<file path="src/rtl/wb_write_arbiter.sv">
// Register-file write-port arbiter: pipeline write-back has priority over a small
// MDU result queue, with WAW squash, decode hazard detection and anti-starvation drain.
module wb_write_arbiter #(
    parameter int FIFO_DEPTH = 2,
    parameter int STARVE_MAX = 4
) (
    input  logic        clk,
    input  logic        rst,
    input  logic        pipe_we_i,
    input  logic [4:0]  pipe_waddr_i,
    input  logic [31:0] pipe_wdata_i,
    output logic        pipe_stall_o,
    input  logic        mdu_valid_i,
    output logic        mdu_ready_o,
    input  logic [4:0]  mdu_waddr_i,
    input  logic [31:0] mdu_wdata_i,
    input  logic [4:0]  hz_addr1_i,
    input  logic [4:0]  hz_addr2_i,
    output logic        hazard_o,
    output logic        we_o,
    output logic [4:0]  waddr_o,
    output logic [31:0] wdata_o
);
    localparam int PW = (FIFO_DEPTH > 1) ? $clog2(FIFO_DEPTH) : 1;
    localparam int CW = PW + 1;
    localparam int SW = $clog2(STARVE_MAX) + 1;

    logic [4:0]            q_addr_q [FIFO_DEPTH];
    logic [31:0]           q_data_q [FIFO_DEPTH];
    logic [FIFO_DEPTH-1:0] q_live_q;
    logic [PW-1:0]         rd_ptr_q, wr_ptr_q;
    logic [CW-1:0]         cnt_q, cnt_d;
    logic [SW-1:0]         starve_q, starve_d;
    logic                  stall_q, stall_d;
    logic                  we_q, we_d;
    logic [4:0]            waddr_q, waddr_d;
    logic [31:0]           wdata_q, wdata_d;

    logic head_vld, head_live, pipe_wr, mdu_acc, mdu_store, pop, blocked;

    assign mdu_ready_o  = (cnt_q < CW'(FIFO_DEPTH));
    assign pipe_stall_o = stall_q;
    assign we_o         = we_q;
    assign waddr_o      = waddr_q;
    assign wdata_o      = wdata_q;

    always_comb begin
        head_vld  = (cnt_q != '0);
        head_live = head_vld && q_live_q[rd_ptr_q];
        // A stalled pipeline is ignored entirely, so the stall cycle behaves like an idle pipe.
        pipe_wr   = !stall_q && pipe_we_i && (pipe_waddr_i != 5'd0);
        mdu_acc   = mdu_valid_i && mdu_ready_o;
        mdu_store = mdu_acc && (mdu_waddr_i != 5'd0) &&
                    !(pipe_wr && (pipe_waddr_i == mdu_waddr_i));
        pop       = 1'b0;
        we_d      = 1'b0;
        waddr_d   = waddr_q;
        wdata_d   = wdata_q;
        if (pipe_wr) begin
            we_d    = 1'b1;
            waddr_d = pipe_waddr_i;
            wdata_d = pipe_wdata_i;
            pop     = head_vld && !head_live;
        end else if (head_live) begin
            we_d    = 1'b1;
            waddr_d = q_addr_q[rd_ptr_q];
            wdata_d = q_data_q[rd_ptr_q];
            pop     = 1'b1;
        end else begin
            pop     = head_vld;
        end
        cnt_d   = cnt_q + CW'(mdu_store) - CW'(pop);
        blocked = pipe_wr && head_live;
        stall_d = blocked && (starve_q == SW'(STARVE_MAX - 1));
        if (!head_vld || pop || stall_d) starve_d = '0;
        else if (blocked)                starve_d = starve_q + SW'(1);
        else                             starve_d = starve_q;
    end

    always_comb begin
        hazard_o = 1'b0;
        for (int i = 0; i < FIFO_DEPTH; i++) begin
            if (q_live_q[i] &&
                (((hz_addr1_i != 5'd0) && (q_addr_q[i] == hz_addr1_i)) ||
                 ((hz_addr2_i != 5'd0) && (q_addr_q[i] == hz_addr2_i))))
                hazard_o = 1'b1;
        end
    end

    always_ff @(posedge clk or negedge rst) begin
        if (!rst) begin
            q_live_q <= '0;
            rd_ptr_q <= '0;
            wr_ptr_q <= '0;
            cnt_q    <= '0;
            for (int i = 0; i < FIFO_DEPTH; i++) begin
                q_addr_q[i] <= '0;
                q_data_q[i] <= '0;
            end
        end else begin
            // Squash first; a same-cycle pop or enqueue below overrides the slot it touches.
            for (int i = 0; i < FIFO_DEPTH; i++)
                if (pipe_wr && (q_addr_q[i] == pipe_waddr_i)) q_live_q[i] <= 1'b0;
            if (pop) begin
                q_live_q[rd_ptr_q] <= 1'b0;
                rd_ptr_q           <= rd_ptr_q + PW'(1);
            end
            if (mdu_store) begin
                q_addr_q[wr_ptr_q] <= mdu_waddr_i;
                q_data_q[wr_ptr_q] <= mdu_wdata_i;
                q_live_q[wr_ptr_q] <= 1'b1;
                wr_ptr_q           <= wr_ptr_q + PW'(1);
            end
            cnt_q <= cnt_d;
        end
    end

    always_ff @(posedge clk or negedge rst) begin
        if (!rst) begin
            starve_q <= '0;
            stall_q  <= 1'b0;
            we_q     <= 1'b0;
            waddr_q  <= '0;
            wdata_q  <= '0;
        end else begin
            starve_q <= starve_d;
            stall_q  <= stall_d;
            we_q     <= we_d;
            waddr_q  <= waddr_d;
            wdata_q  <= wdata_d;
        end
    end
endmodule

</file>
<file path="config.mk">
export PLATFORM = sky130hd
export DESIGN_NAME = wb_write_arbiter
export DESIGN_NICKNAME = d
export VERILOG_FILES = /design/src/rtl/wb_write_arbiter.sv
export SDC_FILE = /design/constraint.sdc
export NUM_CORES = 1
export LEC_CHECK = 0
export BUFFER_PORTS_ARGS = -buffer_cell sky130_fd_sc_hd__buf_2
export CORE_MARGIN = 2
export CORE_UTILIZATION = 30
export DETAILED_ROUTE_END_ITERATION = 16
export PLACE_DENSITY = 0.53
export SKIP_LAST_GASP = 1
export SYNTH_ARGS = -nofsm -noshare
export SYNTH_HDL_FRONTEND = slang
export SYNTH_SLANG_ARGS = --single-unit
</file>
<file path="constraint.sdc">
create_clock -name clk -period 6.5 [get_ports clk]
set_input_delay 1.3 -clock clk [delete_from_list [all_inputs] [get_ports clk]]
set_output_delay 1.3 -clock clk [all_outputs]
set_load 0.01 [all_outputs]
</file>
* Yosys cells after proc, flatten, opt, wreduce, memory -nomap -nowiden
Index checks and enable logic that the tools add are counted.
Word-level totals: register bits after elaboration 122, bits of input ports 88, output and inout bits 41, word-level logic and storage cells 109
Operators by class: add/subtract/negate cells 5, magnitude comparators 8, eq/ne operators 8, muxes and demuxes 34, bitwise gates (word level) 5, reductions and logical operators 36
Operators with widths (count):
- 2-to-1 mux 32 bit | 6
- bitwise mux 64 bit | 1
- equality test 5 bit | 7
- demux 32 bit (select 1 bit) | 1
- 2-to-1 mux 5 bit | 6
- logical AND 1 bit | 21
- nonzero test 5 bit | 4
- 2-to-1 mux 1 bit | 12
- bitwise mux 10 bit | 1
- 2-to-1 mux 3 bit | 2
- nonzero test 2 bit | 3
- demux 5 bit (select 1 bit) | 1
- greater-or-equal comparator 2 bit, second input constant | 2
- logical NOT 1 bit | 4
- logical OR 1 bit | 4
- less-than comparator 1 x 2 -> 1 bit, second input constant | 2
- 2-to-1 mux 2 bit | 2
- inverter 1 -> 2 bit | 2
- adder 3 x 1 -> 3 bit, second input constant | 1
- equality test 3 x 2 -> 1 bit, second input constant | 1
- adder 1 bit, second input constant | 2
- adder 2 x 1 -> 2 bit | 1
- AND 2 bit | 1
- demux 1 bit (select 1 bit) | 2
- other kinds (6) | 7

* Longest topological paths before layout
Gate-level depths: netlist (run 1).
word-level depth 9, depth in mapped cells 10, depth with buffers taken out 9

* Worst setup path after synthesis (run 1)
Ideal clock, no wire load.
kind input to output, start input hz_addr2_i[1], end output hazard_o, arrival time 2.237 ns, data required time 5.200 ns, slack 2.963 ns, stages on the path 5, buffers on the path 0, path through or4_1 > nor2_1 > nor4_1 > o21ai_0 > nand2_1
Between the ends: word-level cells in the longest chain between the ends 6, elaborated cells between the ends (all ways) 11, classes of those cells eq/ne (2); mux (2); reduce/logical (7)
RTL lines:
- start, declared | RTL line 18 | input logic [4:0] hz_addr2_i,
- equality test 5 bit or nonzero test 5 bit (tied branches) | RTL line 85 | ((hz_addr2_i != 5'd0) && (q_addr_q[i] == hz_addr2_i))))
- logical AND 1 bit | RTL line 85
- logical OR 1 bit | RTL line 84 | (((hz_addr1_i != 5'd0) && (q_addr_q[i] == hz_addr1_i)) ||
- logical AND 1 bit | RTL line 83 | if (q_live_q[i] &&
- 2-to-1 mux 1 bit | RTL line 83
- 2-to-1 mux 1 bit (*) | RTL line 83
- end, declared | RTL line 19 | output logic hazard_o,
Mark *: on every way between the ends. The rest lies on a longest branch, timed or not.

* Worst setup path in the final report (run 1)
Same ends and word-level chain as after synthesis.

==> flow_metrics.tcl, run 1 <==
set metrics [dict create \
    layout_min_cycle_time_ps 3870 \
    dp_hpwl_um 9180 \
    htree_num_levels 4 \
    power_w 0.00369 \
    ys_seq_area_share_pct 53.1 \
    cts.sinks 122 \
    first_pass_iters 4 \
    drc 0 \
    internal-power_w 0.00245 \
    routabilityCongestion 0.796 \
    drtIter0Drc 108 \
    startpoint_type "input port" \
    grt_pass1_vias 4580 \
    cts_buffers 17 \
    ys_seq_elements 122 \
    p_clk_share_pct 27.0 \
    hold_viol 0 \
    root_buffer "clkbuf_16" \
    outcome "finished clean" \
    crit_buf_inv 2 \
    drive_above_1_share_pct 37.7 \
    switching_share_pct 33.5 \
    clk_latency_ps 420 \
    p_comb_share_pct 35.7 \
    final_cell_mix "127 x buf_2, 121 x dfrtp_1, 77 x nand2_1" \
    ctsHoldBuffers 0 \
    yosysWarningCount 0 \
    critPathRequiredTime_ps 5200 \
    tns_ps 0 \
    critPathMaxStageDelay_ps 520 \
    crit_top_cell "buf_2" \
    antenna_found_initial 0 \
    min_path_cells 1 \
    fillCellCount 1878 \
    critPathMaxFanout 3 \
    slew_viol_final 0 \
    multi_input_area_um2 2560 \
    max_slew_margin_pct 46.8 \
    path_cells "buf_2 > or4_1 > nor2_1 > nor4_1 > o21ai_0 > nand2_1 > buf_2" \
    die_area_um2 20300 \
    die_h_um 142 \
    cp-end-kind "primary output" \
    max_freq_mhz 259 \
    finish.utilization_pct 38.5 \
    power_leakage_nw 3.31 \
    die_w_um 142 \
    crit_cells 7 \
    layout_commonest_cell "buf_2" \
    syn-num-nets 596 \
    drtAntennaViolNets 0 \
    worst_slew_pin_slew_ps 798 \
    cap_violations 0 \
    post-cts-setup-buffers 0 \
    power_switching_w 0.00123 \
    regArea_um2 3050 \
    powerDensity_nw_per_um2 510 \
    initial_utilization_pct 30.6 \
    grt_first_pass_wirelength_um 22700 \
    io_pins 129 \
    num_vias 4177 \
    grt_max_degree 79 \
    cts_resized 0 \
    critPathKind "in2out" \
    timing.final.crit_share_pct 59.5 \
    peakVddDrop_mv 0.216 \
    critPathTopFamily "simple AND/OR/NAND/NOR gates" \
    synth_cells 504 \
    via_per_inst 4.77 \
    power_frac_seq_pct 37.3 \
    cts_tree "done" \
    clk_pin_slew_worst_paths_ps 50 \
    grt_overflow 0 \
    diodes 0 \
    coreArea_um2 18800 \
    cts_buffer_depth 2 \
    synth_area_um2 5740 \
    io_buffers 128 \
    grt_usage_pct 14.3 \
    syn_area_per_cell_um2 11.4 \
    num_rows 50 \
    drt-total-wl_um 13600 \
    rsz0062_at_grt "no" \
    setup_viol 0 \
    area_delta_synth_final_pct 25.9 \
    crit_slowest_cell "or4_1" \
    ys_types 34 \
    arrival_ps 2570 \
    min_path_type "reg2reg" \
    wl_per_cell_um 15.5 \
    num-nets-final 721 \
    r2r_cells 9 \
    fin_worst_skew_ps 11.6 \
]
layout make-up:
class | count | area share, %
inverters | 3 | 0.156
multi-input cells | 350 | 35.3
repair buffers | 135 | 9.62
well taps | 234 | 4.05
clock buffers | 24 | 6.66
flip-flops and latches | 122 | 42.2
clock inverters | 8 | 1.94
power by group through the flow:
| stage | logic, W | clock network, W | registers [W] |
|---|---|---|---|
| 5_1_grt | 0.00149 | 0.00105 | 0.00143 |
| 6_report | 0.00132 | 0.000995 | 0.00138 |
| 4_1_cts | 0.00135 | 0.00102 | 0.00138 |
| 3_5_place_dp | 0.00134 | 0 | 0.00139 |
| 2_1_floorplan | 0.000933 | 0 | 0.00137 |
| 3_3_place_gp | 0.00131 | 0 | 0.00137 |
worst paths after layout:
| check | startpoint | end | slack (ps) |
|---|---|---|---|
| min in group asynchronous | rst | wdata_o[0] | 950 |
| worst min register to register | starve_q[0] | starve_q[0] | 450 |
| worst max register to register | pipe_stall_o | cnt_q[1] | 3830 |
| worst max-delay path | hz_addr2_i[1] | hazard_o | 2630 |
| max in group asynchronous | rst | rd_ptr_q | 4230 |
| worst min-delay path | starve_q[0] | starve_q[0] | 450 |
metrics by stage:
| step | hold WS [ps] | setup WS, ps | cells | instance area (µm²) |
|---|---|---|---|---|
| final | 447 | 2630 | 876 | 7230 |
| after global routing | 469 | 2520 | 876 | 7230 |
| after CTS | 455 | 2640 | 876 | 7230 |
| after detailed placement | 448 | 2650 | 844 | 6610 |
| after global placement | 426 | 2710 | 844 | 6610 |
| after floorplan | 415 | 2960 | 504 | 5740 |
cells in the mapped netlist, drive strengths merged:
cell	n	area, µm²
dfrtp	122	3050
nand2	77	289
o21ai	75	375
mux2	74	833
mux2i	38	380
xnor2	21	184
clkbuf	17	63.8
xor2	17	149
buf	12	77.6
nor2	9	33.8
nor3	5	25.0
nor4	5	46.3
a21oi	4	20.0
ha	4	50.1
nand3	4	20.0
or4	4	30.0
inv	3	11.3
nand4	2	12.5
a31o	1	8.76
and3	1	6.26
and4	1	11.3
nor2b	1	6.26
nor3b	1	7.51
nor4b	1	15.0
o21a	1	7.51
o22ai	1	6.26
o311ai	1	8.76
or2	1	6.26
or3	1	6.26
metal layers:
| metal | global-route usage, % | share of wire, % | vias up |
|---|---|---|---|
| met5 | 0 | 0 | - |
| met4 | 5.26 | 1.6 | 0 |
| met3 | 3.73 | 4.9 | 15 |
| met2 | 24.2 | 48 | 99 |
| met1 | 17.5 | 45 | 2062 |
| li1 | - | - | 2001 |
logic make-up after synthesis:
kind of cell,synth area share (%)
xor gates and xnor gates,5.79
DFF,53.1
adders and majority gates,0.871
buffers and inverters,2.66
AOI/OAI and AO/OA,7.43
muxes,21.1
and+or+nand+nor,8.97
state kept, by name (all words and copies together), names as in the netlist:
signal        count
we_o              1
pipe_stall_o      1
wdata_o          32
waddr_o           5
cnt_q             2
starve_q          3
q_live_q          2
q_addr_q         10
q_data_q         64
rd_ptr_q          1
wr_ptr_q          1
Power figures use the tool's default switching activity.
==> inputs of run 2 (changes only) <==
PLACE_DENSITY = 0.55   (was 0.53)
clock period = 3.4 ns   (was 6.5 ns; I/O delays follow)
==> flow_metrics.tcl, run 2 (synthesized netlist as in run 1, its figures left out) <==
set metrics [dict create \
    worst_slew_pin_slew_ps 758 \
    min_path_type "in2async" \
    die_area_um2 20300 \
    cts.sinks 122 \
    clk_latency_ps 410 \
    timing.final.crit_share_pct 79.0 \
    cts_buffer_depth 2 \
    setup_ws_ps 713 \
    num_rows 50 \
    path_cells "buf_2 > or4_1 > o21a_2 > and4_4 > or3_1 > ha_1 > inv_1 > ha_1 > xnor2_1 > xnor2_1" \
    critPathRequiredTime_ps 3730 \
    grt_max_degree 78 \
    io_pins 129 \
    cts_resized 0 \
    regMostFlops "q_data_q" \
    critPathMaxFanout 5 \
    rsz0062_at_grt "no" \
    cts_tree "done" \
    post-cts-setup-buffers 0 \
    drive_above_1_share_pct 38.1 \
    outcome "finished clean" \
    largest_reg_flops 64 \
    grt_pass1_vias 4548 \
    startpoint_type "input port" \
    grt_overflow 0 \
    drtAntennaViolNets 0 \
    drt-total-wl_um 13500 \
    final_cell_mix "127 x buf_2, 121 x dfrtp_1, 77 x nand2_1" \
    hold_viol 0 \
    clk_pin_slew_worst_paths_ps 50 \
    max_slew_margin_pct 49.5 \
    power_leakage_nw 3.29 \
    die_h_um 142 \
    io_buffers 128 \
    num_vias 4145 \
    slew_viol_final 0 \
    peakVddDrop_mv 0.358 \
    die_w_um 142 \
    num-nets-final 722 \
    first_pass_iters 4 \
    crit_slowest_cell "or4_1" \
    routabilityCongestion 0.895 \
    max_freq_mhz 372 \
    ctsHoldBuffers 0 \
    cap_violations 0 \
    setup_viol 0 \
    grt_first_pass_wirelength_um 22600 \
    pre_cts_ws_ps 303 \
    grt_usage_pct 14.2 \
    via_per_inst 4.74 \
    cp-end-kind "register" \
    antenna_found_initial 0 \
    critPathMaxStageDelay_ps 540 \
    coreArea_um2 18800 \
    final_design_area_no_fill_um2 7210 \
    layout_commonest_cell "buf_2" \
    cts_buffers 17 \
    layout_min_cycle_time_ps 2690 \
    fin_worst_skew_ps 11.4 \
    fillCellCount 1884 \
    area_delta_synth_final_pct 25.5 \
    powerDensity_nw_per_um2 952 \
    drc 0 \
    tns_ps 0 \
    drtIter0Drc 157 \
    wl_per_cell_um 15.4 \
    root_buffer "clkbuf_16" \
    arrival_ps 3020 \
    initial_utilization_pct 30.6 \
    dp_hpwl_um 9270 \
    critPathKind "in2reg" \
    htree_num_levels 4 \
    diodes 0 \
    dpl_cell_area_um2 6660 \
]
run 2: cell types whose count changed in the layout (fill, tap and decap cells not counted), sizes merged:
| cell | before | now |
|---|---|---|
| clkbuf | 24 | 22 |
| bufinv | 4 | 1 |
| clkinv | 4 | 5 |
| buf | 135 | 136 |
| clkinvlp | 0 | 2 |
run 2: final cells by class:
type                       instances  area [µm²]  area share [%]
inverter                           3        11.3           0.156
clock buffer                      22         484            6.72
timing repair buffer             136         741            10.3
sequential                       122        3050            42.4
clock inverter                     8        70.1           0.972
tap                              234         293            4.06
multi-input combinational        350        2560            35.5
run 2: critical path: cells and delay by family:
family | cells | cell delay, ps
and+or+nand+nor | 3 | 1150
adders and majority gates | 2 | 490
xor gates and xnor gates | 2 | 290
AOI/OAI and AO/OA | 1 | 230
buffers and inverters | 2 | 180
run 2: final timing paths:
| check | from | to | slack, ps | depth (start not counted) |
|---|---|---|---|---|
| max | pipe_waddr_i[3] | cnt_q[1] | 710 | 10 |
| min | rst | waddr_o[1] | 320 | 1 |
| max reg2reg | cnt_q[1] | cnt_q[1] | 1260 | 9 |
| min reg2reg | starve_q[0] | starve_q[0] | 450 | 1 |
| max in group asynchronous | rst | q_data_q[2] | 2270 | 2 |
| min in group clk | starve_q[0] | starve_q[0] | 450 | 1 |
run 2: stage by stage:
step | hold slack [ps] | util [%] | power (W) | std cells
floorplan | 384 | - | 0.00440 | 504
global placement | 427 | 35.5 | 0.00514 | 845
detailed placement | 452 | 35.5 | 0.00525 | 845
CTS | 352 | 38.4 | 0.00697 | 875
global route | 387 | 38.4 | 0.00740 | 875
finish | 324 | 38.4 | 0.00687 | 875
run 2: routing by layer:
layer	vias up	GRT usage (%)	part of all wire, %
li1	1994	-	-
met5	-	0	0
met2	103	23.8	48
met1	2034	17.4	45
met4	0	5.32	1.5
met3	14	3.97	5.1
run 2: report_power, final:
group / total [W] / switching [W] / internal [W]
Clock: 0.00168 / 0.000618 / 0.00107
Combinational: 0.00255 / 0.00128 / 0.00127
Sequential: 0.00263 / 0.000467 / 0.00216
